$ cat src/rtl/uart_rx_pkg.sv
// Shared UART definitions: FSM state encoding, oversampling rate and the
// default frame format. Intended to be reused by the transmitter as well.
package uart_rx_pkg;

    // FSM state encoding (kept as plain constants for legacy tools)
    localparam logic [1:0] IDLE  = 2'b00;
    localparam logic [1:0] START = 2'b01;
    localparam logic [1:0] DATA  = 2'b10;
    localparam logic [1:0] STOP  = 2'b11;

    // Sample ticks per bit period; a power of two >= 8
    localparam int OVS = 16;

    // Default frame format: 8 data bits, one stop bit (16 ticks)
    localparam int DEF_DBIT  = 8;
    localparam int DEF_SB_TK = 16;

    // Larger of two integers, used when sizing shared counters
    function automatic int max_int(input int a, input int b);
        return (a > b) ? a : b;
    endfunction

endpackage

$ cat src/rtl/uart_rx_sync_2ff.sv
// Generic two-flop synchroniser for bringing an asynchronous single-bit
// input into the i_clk domain. Both flops reset to RESET_VAL so the
// output shows the line's idle level straight out of reset.
module sync_2ff #(
    parameter logic RESET_VAL = 1'b1
) (
    input  logic i_clk,
    input  logic i_reset,
    input  logic i_d,
    output logic o_q
);

    logic meta_q, meta_d;
    logic sync_q, sync_d;

    // Next-state values: simply shift the input down the two-stage chain
    always_comb begin
        meta_d = i_d;
        sync_d = meta_q;
    end

    // Synchroniser flops, forced to the idle level on reset
    always_ff @(posedge i_clk or posedge i_reset) begin
        if (i_reset) begin
            meta_q <= RESET_VAL;
            sync_q <= RESET_VAL;
        end else begin
            meta_q <= meta_d;
            sync_q <= sync_d;
        end
    end

    assign o_q = sync_q;

endmodule

$ cat src/rtl/uart_rx.sv
// UART receiver with OVS-times oversampling. Deserialises an asynchronous,
// idle-high serial line (start bit, DBIT data bits LSB first, SB_TK-tick
// stop period, no parity) into parallel words, pulsing o_rx_done_tick for
// one cycle per completed frame and flagging a low stop bit on o_frame_err.
module uart_rx
    import uart_rx_pkg::*;
#(
    parameter int DBIT  = DEF_DBIT,
    parameter int SB_TK = DEF_SB_TK
) (
    input  logic            i_clk,
    input  logic            i_reset,
    input  logic            i_rx,
    input  logic            i_s_tick,
    output logic            o_rx_done_tick,
    output logic [DBIT-1:0] o_data,
    output logic            o_frame_err
);

    localparam int SW = $clog2(max_int(OVS, SB_TK));
    localparam int NW = $clog2(DBIT);

    // Tick counts at which the FSM acts
    localparam logic [SW-1:0] S_MID       = SW'(OVS / 2 - 1);
    localparam logic [SW-1:0] S_BIT_LAST  = SW'(OVS - 1);
    localparam logic [SW-1:0] S_STOP_LAST = SW'(SB_TK - 1);
    localparam logic [NW-1:0] N_LAST      = NW'(DBIT - 1);

    logic            rx_s;

    logic [1:0]      state_q,   state_d;
    logic [SW-1:0]   s_q,       s_d;
    logic [NW-1:0]   n_q,       n_d;
    logic [DBIT-1:0] b_q,       b_d;
    logic [DBIT-1:0] data_q,    data_d;
    logic            done_q,    done_d;
    logic            ferr_q,    ferr_d;
    logic            stop_ok_q, stop_ok_d;

    sync_2ff #(
        .RESET_VAL (1'b1)
    ) u_rx_sync (
        .i_clk   (i_clk),
        .i_reset (i_reset),
        .i_d     (i_rx),
        .o_q     (rx_s)
    );

    // Frame FSM: detect start, sample each bit at its centre, then time the
    // stop period and hand the word out. stop_ok is taken 8 ticks into STOP.
    always_comb begin
        state_d   = state_q;
        s_d       = s_q;
        n_d       = n_q;
        b_d       = b_q;
        data_d    = data_q;
        done_d    = 1'b0;
        ferr_d    = 1'b0;
        stop_ok_d = stop_ok_q;

        case (state_q)
            IDLE: begin
                if (!rx_s) begin
                    state_d = START;
                    s_d     = '0;
                end
            end

            START: begin
                if (i_s_tick) begin
                    if (s_q == S_MID) begin
                        if (!rx_s) begin
                            s_d     = '0;
                            n_d     = '0;
                            state_d = DATA;
                        end else begin
                            state_d = IDLE;
                        end
                    end else begin
                        s_d = s_q + SW'(1);
                    end
                end
            end

            DATA: begin
                if (i_s_tick) begin
                    if (s_q == S_BIT_LAST) begin
                        b_d = {rx_s, b_q[DBIT-1:1]};
                        s_d = '0;
                        if (n_q == N_LAST) begin
                            state_d = STOP;
                        end else begin
                            n_d = n_q + NW'(1);
                        end
                    end else begin
                        s_d = s_q + SW'(1);
                    end
                end
            end

            STOP: begin
                if (i_s_tick) begin
                    if (s_q == S_STOP_LAST) begin
                        state_d = IDLE;
                        data_d  = b_q;
                        done_d  = 1'b1;
                        ferr_d  = ~stop_ok_q;
                    end else begin
                        if (s_q == S_MID) begin
                            stop_ok_d = rx_s;
                        end
                        s_d = s_q + SW'(1);
                    end
                end
            end

            default: begin
                state_d = IDLE;
            end
        endcase
    end

    // State, counters, shift register and registered outputs
    always_ff @(posedge i_clk or posedge i_reset) begin
        if (i_reset) begin
            state_q   <= IDLE;
            s_q       <= '0;
            n_q       <= '0;
            b_q       <= '0;
            data_q    <= '0;
            done_q    <= 1'b0;
            ferr_q    <= 1'b0;
            stop_ok_q <= 1'b1;
        end else begin
            state_q   <= state_d;
            s_q       <= s_d;
            n_q       <= n_d;
            b_q       <= b_d;
            data_q    <= data_d;
            done_q    <= done_d;
            ferr_q    <= ferr_d;
            stop_ok_q <= stop_ok_d;
        end
    end

    assign o_data         = data_q;
    assign o_rx_done_tick = done_q;
    assign o_frame_err    = ferr_q;

endmodule
$ cat config.mk
export PLATFORM = sky130hd
export DESIGN_NAME = uart_rx
export DESIGN_NICKNAME = d
export VERILOG_FILES = /design/src/rtl/uart_rx_pkg.sv /design/src/rtl/uart_rx_sync_2ff.sv /design/src/rtl/uart_rx.sv
export SDC_FILE = /design/constraint.sdc
export NUM_CORES = 1
export LEC_CHECK = 0
export ABC_CLOCK_PERIOD_IN_PS = 1900
export BUFFER_PORTS_ARGS = -buffer_cell sky130_fd_sc_hd__buf_2
export CORE_UTILIZATION = 56
export CTS_CLUSTER_DIAMETER = 30
export CTS_CLUSTER_SIZE = 8
export DETAILED_ROUTE_END_ITERATION = 16
export PLACE_DENSITY = 0.77
export SYNTH_ARGS = -nofsm -noshare
export SYNTH_HDL_FRONTEND = slang
export SYNTH_SLANG_ARGS = --single-unit
$ cat constraint.sdc
create_clock -name i_clk -period 1.9 [get_ports i_clk]
set_input_delay 0.285 -clock i_clk [delete_from_list [all_inputs] [get_ports i_clk]]
set_output_delay 0.285 -clock i_clk [all_outputs]
set_load 0.01 [all_outputs]
==> flow_summary_export.csv, run 1 <==
group,metric,value,unit
logic_synthesis,yosys.area.top_type,"dfrtp_1",
logic_synthesis,synthMuxAreaShare,14.2,%
logic_synthesis,yosys_warnings,0,
placement,dpl_cell_area,1440,um2
logic_synthesis,synthFlopType,"dfrtp_1",
grt,grt_first_pass_wirelength,3.71,mm
power,p_total,1.90,mW
routing,wl_per_cell,14.4,um
final_layout,antenna_cells,0,
logic_synthesis,synthAdderAreaFrac,2.78,%
final_layout,final_cell_area,1550,um2
setup_path,endpoint_kind,"flop",
setup_path,setup.worst_path.start_class,"flop",
grt,grt_pass1_vias,874,
cts,cts_sinks,30,
grt,grt_start_max_net_pins,31,
setup_path,cp.arrival,1.99,ns
logic_synthesis,synth_most_common_cell,"dfrtp_1",
timing,fin_crit_sh,94.0,%
logic_synthesis,yosysSeqAreaShare,55.8,%
cts,clk_latency,0.32,ns
cts,tritoncts,"done",
setup_path,cp.buffers_inverters,0,
cts,cts.htree.levels,2,
timing,setup_tns,0,ns
flow_run,drv_cap,0,
routing,wirelength,2.24,mm
logic_synthesis,synth_compound_area_share,8.61,%
setup_path,crit_required,2.11,ns
setup_path,worst_path_largest_cell_delay,0.41,ns
logic_synthesis,synth_nets,115,
placement,gp_congestion,0.815,
grt,overflow,0,
setup_path,path_cells,"ha_1 > ha_1 > nor3b_2 > o21ai_0 > a221o_1 > a22o_1",
logic_synthesis,ys_async_sr_fraction,100,%
setup_path,worst-setup-path-type,"flop to flop",
placement,hpwl,1.56,mm
floorplanning,die_area,2610,um2
setup_path,path_max_fanout,3,
routing,drt_iter0_markers,12,
power,ir_drop,0.980,mV
floorplanning,io_pins,14,
setup_path,crit_slowest_cell,"dfrtp_1",
floorplanning,start_util,60.5,%
setup_path,crit_family,"compound AO/OA/AOI/OAI gates",
routing,drt_drc_violations_left,0,
placement,numPortBuffers,13,
routing,antenna_left,0,
timing,tightestPinTransition,0.376,ns
logic_synthesis,avgSynthCellArea,12.5,um2
floorplanning,die_x,51.1,um
cts,clk_path_buf_depth,2,
logic_synthesis,synth_cells,108,
timing,finalSetupViolCount,0,
routing,via_per_inst,5.81,
logic_synthesis,yosys.area_share.simple,14.4,%
outcome,status,"complete, no violations",
hold_path,hold_class,"input port to async pin",
logic_synthesis,yosysUniqueCellTypes,34,
placement,dp_cells,148,
logic_synthesis,syn-cell-area,1350,um2
grt,antenna_found_initial,0,
final_layout,utilization,69.4,%
timing,skew,0.00480,ns
grt,track_usage,20.1,%
floorplanning,fp-row-count,17,
routing,drtPass1Iterations,5,
floorplanning,die_h,51.1,um
floorplanning,coreArea,2230,um2
timing,max_slew_margin,74.7,%
setup_path,crit_top_cell,"ha_1",
timing,rsz0062_at_grt,"false",
final_layout,finalNetCount,134,
cts,cts_root_buffer,"clkbuf_4",
logic_synthesis,synth_edf_count,0,
timing,min_period,1.79,ns
routing,num_vias,906,
logic_synthesis,synth_top_family_by_area,"simple AND/OR/NAND/NOR gates",
cts,cts_made_buffers,5,
power,power.leakage,0.790,nW
final_layout,syn_to_final_growth,14.6,%
logic_synthesis,synth_area_leaders,"dfrtp_1 50%, mux2_2 14%, dfstp_2 5.8%",
final_layout,drive_gt1_share,40.6,%
logic_synthesis,synth_common_cells,"27 x dfrtp_1, 17 x mux2_2, 6 x nand2_1",
timing,hold_violations,0,
logic_synthesis,synth_xor_area_share,0.648,%
power,powerDensity,1230,nW/um2
logic_synthesis,synth-seq-cells,30,
timing,clock.fmax,560,MHz
cts,post_cts_buffers,0,
timing,final_max_slew_viol_count,0,
final_layout,layoutNonFillerInstCount,156,
final_layout,nFillCells,170,
logic_synthesis,netlist.area_leader.share,50.0,%
cts,clkTransAtPathRegs,0.09,ns
## cell families after synthesis
kind of cell | count (synthesis)
adders and majority gates | 3
DFF | 30
and+or+nand+nor | 33
AOI/OAI and AO/OA | 17
buffers and inverters | 7
xor gates and xnor gates | 1
muxes | 17
## registers in the layout (all words and copies together), names as in the netlist, named ones only
| name | count |
|---|---|
| o_data | 8 |
| u_rx_sync.o_q | 1 |
| stop_ok_q | 1 |
| b_q | 8 |
| state_q | 1 |
| o_rx_done_tick | 1 |
| o_frame_err | 1 |
| s_q | 4 |
| u_rx_sync.meta_q | 1 |
| n_q | 3 |
## per-layer routing
metal | share of wire, % | vias to the layer above | GRT usage [%]
met5 | 0 | - | 0
li1 | - | 427 | -
met3 | 3.9 | 7 | 7.44
met1 | 45 | 451 | 23.8
met4 | 2.2 | 0 | 9.72
met2 | 49 | 21 | 32.0
## area by class of cell
class / count / area (um2) / share of cell area (%)
clock buffer: 6 / 51.3 / 3.31
clock inverter: 2 / 60.1 / 3.88
inverter: 3 / 11.3 / 0.727
multi-input combinational: 71 / 549 / 35.5
sequential: 30 / 754 / 48.7
tap: 28 / 35.0 / 2.26
timing repair buffer: 16 / 87.6 / 5.65
## path summary, 6_finish.rpt
path                                       start                to  slack (ns)  cells after the start
worst max-delay path                      n_q[0]            n_q[2]        0.11                      6
worst min-delay path                     i_reset    o_rx_done_tick        0.02                      3
worst max register to register            n_q[0]            n_q[2]        0.11                      6
worst min register to register  u_rx_sync.meta_q     u_rx_sync.o_q        0.36                      0
max in group asynchronous                i_reset  u_rx_sync.meta_q        1.58                      3
min in group i_clk                          i_rx  u_rx_sync.meta_q        0.06                      1
## stage by stage
| step | setup WS (ns) | hold WS [ns] |
|---|---|---|
| after floorplan | 0.255 | 0.289 |
| after global placement | 0.175 | 0.347 |
| after detailed placement | 0.126 | 0.354 |
| after CTS | 0.102 | 0.0190 |
| after global routing | 0.0277 | 0.0318 |
| final | 0.114 | 0.0176 |
## where the power goes
part	switching (mW)	internal (mW)	leakage, nW
clock network	0.209	0.446	0.0585
logic	0.228	0.191	0.335
registers	0.104	0.721	0.396
## cells in the final DEF (no fill, tap or decap), types with 4 or more instances in the layout
cell type  Yosys  layout
buf_2          0      13
clkbuf_4       0       5
dfrtp_1       27      27
mux2_2        17      17
nand2_1        6       6
nand3_1        5       5
nor2_1         4       4
nor3_1         5       5
## worst min-delay path: stages
cell   delay [ns]
buf_2        0.09
inv_1        0.04
buf_4        0.33
## what timing repair did
item / 4_1_cts / 5_1_grt
setup endpoints to repair: 0 / 4
hold buffers: 0 / 0
gates resized for setup: 0 / 1
Note: power is estimated with default switching activity, not from simulation.
==> run 2, diff against run 1 <==
--- a/config.mk
+++ b/config.mk
@@ -5,13 +5,13 @@
 export SDC_FILE = /design/constraint.sdc
 export NUM_CORES = 1
 export LEC_CHECK = 0
-export ABC_CLOCK_PERIOD_IN_PS = 1900
+export ABC_CLOCK_PERIOD_IN_PS = 2180
 export BUFFER_PORTS_ARGS = -buffer_cell sky130_fd_sc_hd__buf_2
-export CORE_UTILIZATION = 56
+export CORE_UTILIZATION = 60
 export CTS_CLUSTER_DIAMETER = 30
 export CTS_CLUSTER_SIZE = 8
 export DETAILED_ROUTE_END_ITERATION = 16
-export PLACE_DENSITY = 0.77
+export PLACE_DENSITY = 0.82
 export SYNTH_ARGS = -nofsm -noshare
 export SYNTH_HDL_FRONTEND = slang
 export SYNTH_SLANG_ARGS = --single-unit
==> constraint.sdc (replaced) <==
create_clock -name i_clk -period 2.18 [get_ports i_clk]
set_input_delay 0.327 -clock i_clk [delete_from_list [all_inputs] [get_ports i_clk]]
set_output_delay 0.327 -clock i_clk [all_outputs]
set_load 0.01 [all_outputs]
==> run 2 against run 1 <==
Sequential cell count stayed put. Sequential power down 8.9%. Clock-buffer cell count is 2 higher. Critical path type unchanged. Critical endpoint unchanged. Largest cell class unchanged.
==> flow_summary_export.csv, run 2 (same netlist as run 1, synthesis figures left out) <==
group,metric,value,unit
cts,cts_sinks,30,
floorplanning,die_h,49.5,um
floorplanning,die_area,2450,um2
setup_path,crit_slowest_cell,"dfrtp_1",
grt,grt_first_pass_wirelength,4.11,mm
setup_path,rr_worst_depth,6,
cts,post_cts_resized,0,
power,powerDensity,930,nW/um2
final_layout,utilization,71.9,%
timing,skew,0.00733,ns
routing,drt_drc_violations_left,0,
floorplanning,io_pins,14,
final_layout,mostFrequentLayoutCell,"dfrtp_1",
timing,clock.fmax,541,MHz
final_layout,drive_gt1_share,36.5,%
final_layout,layout_common_cells,"27 x dfrtp_1, 17 x mux2_2, 13 x buf_2",
power,ir_drop,0.692,mV
outcome,status,"complete, no violations",
timing,fin_crit_sh,84.8,%
setup_path,crit_top_cell,"ha_1",
routing,drtPass1Iterations,4,
cts,clk_path_buf_depth,2,
cts,cts.htree.levels,2,
hold_path,hold_class,"input port to async pin",
routing,antenna_left,0,
flow_run,drv_cap,0,
cts,cts_hold_buf,0,
routing,wirelength,2.40,mm
timing,finalSetupViolCount,0,
grt,antenna_found_initial,0,
timing,max_slew_margin,63.5,%
cts,post_cts_buffers,0,
timing,final_max_slew_viol_count,0,
timing,min_period,1.85,ns
floorplanning,start_util,66.2,%
cts,clk_latency,0.33,ns
floorplanning,fp-row-count,16,
floorplanning,coreArea,2040,um2
grt,overflow,0,
final_layout,finalNetCount,132,
final_layout,multi_input_area,548,um2
final_layout,nFillCells,168,
power,power.leakage,0.749,nW
setup_path,path_cells,"ha_1 > ha_1 > nor3b_2 > o21ai_0 > a221o_1 > a22o_1",
final_layout,syn_to_final_growth,8.70,%
cts,cts_made_buffers,5,
cts,cts_root_buffer,"clkbuf_4",
grt,track_usage,24.0,%
timing,hold_violations,0,
routing,via_per_inst,5.65,
setup_path,setup.worst_path.start_class,"flop",
routing,num_vias,865,
cts,tritoncts,"done",
timing,tightestPinTransition,0.547,ns
setup_path,worst-setup-path-type,"flop to flop",
cts,clkTransAtPathRegs,0.09,ns
final_layout,seq_area,754,um2
grt,grt_pass1_vias,895,
floorplanning,die_x,49.5,um
setup_path,worst_path_largest_cell_delay,0.40,ns
timing,setup_tns,0,ns
placement,numPortBuffers,13,
setup_path,crit_required,2.40,ns
setup_path,path_max_fanout,3,
setup_path,endpoint_kind,"flop",
routing,wl_per_cell,15.7,um
grt,grt_start_max_net_pins,18,
placement,hpwl,1.69,mm
setup_path,cp.arrival,2.07,ns
routing,drt_iter0_markers,11,
timing,rsz0062_at_grt,"false",
final_layout,antenna_cells,0,
placement,gp_congestion,0.784,
## run 2: cell count changes in the layout (fill, tap and decap cells not counted)
cell and delta:
clkbuf_8 -1, buf_4 -2, and3_1 +1, and3_2 -1, bufinv_16 -2, clkbuf_1 +3
## run 2: area by class of cell
type / instances / area share [%]
multi-input cells: 71 / 37.3
repair buffers: 14 / 4.94
flip-flops and latches: 30 / 51.4
inverters: 3 / 0.767
clock buffers: 8 / 3.32
well taps: 27 / 2.30
## run 2: worst paths after layout
kind                             startpoint  slack (ns)               end
min                                 i_reset        0.03            b_q[2]
max in group asynchronous           i_reset        1.45     u_rx_sync.o_q
min reg2reg                u_rx_sync.meta_q        0.36     u_rx_sync.o_q
min in group i_clk                     i_rx        0.09  u_rx_sync.meta_q
max reg2reg                          n_q[0]        0.33            n_q[2]
max                                  n_q[0]        0.33            n_q[2]
## run 2: through the flow
step	instance area, um2	hold slack (ns)	power (mW)	cells	setup WS [ns]
6_report	1470	0.0260	1.37	153	0.331
3_5_place_dp	1420	0.350	1.07	145	0.395
4_1_cts	1470	0.0361	1.38	153	0.322
3_3_place_gp	1420	0.348	1.04	145	0.447
2_1_floorplan	1350	0.331	1.03	108	0.535
5_1_grt	1470	0.0689	1.45	153	0.240
## run 2: power by group
group / total, mW / internal [mW] / switching, mW
clock network: 0.303 / 0.128 / 0.175
logic: 0.313 / 0.142 / 0.171
registers: 0.751 / 0.627 / 0.123
## run 2: layer usage
layer  up-vias  GRT usage [%]  wire (um)
met5         -              0          0
met4         0           14.3         66
met3         9           9.88         97
met2        19           35.8       1160
met1       411           29.1       1070
li1        426              -          -
## run 2: critical path: cells and delay by family, from the launching register on
family / cells / cell delay [ns]
AOI/OAI and AO/OA: 3 / 0.73
adders and majority gates: 2 / 0.43
DFF: 1 / 0.40
and+or+nand+nor: 1 / 0.18
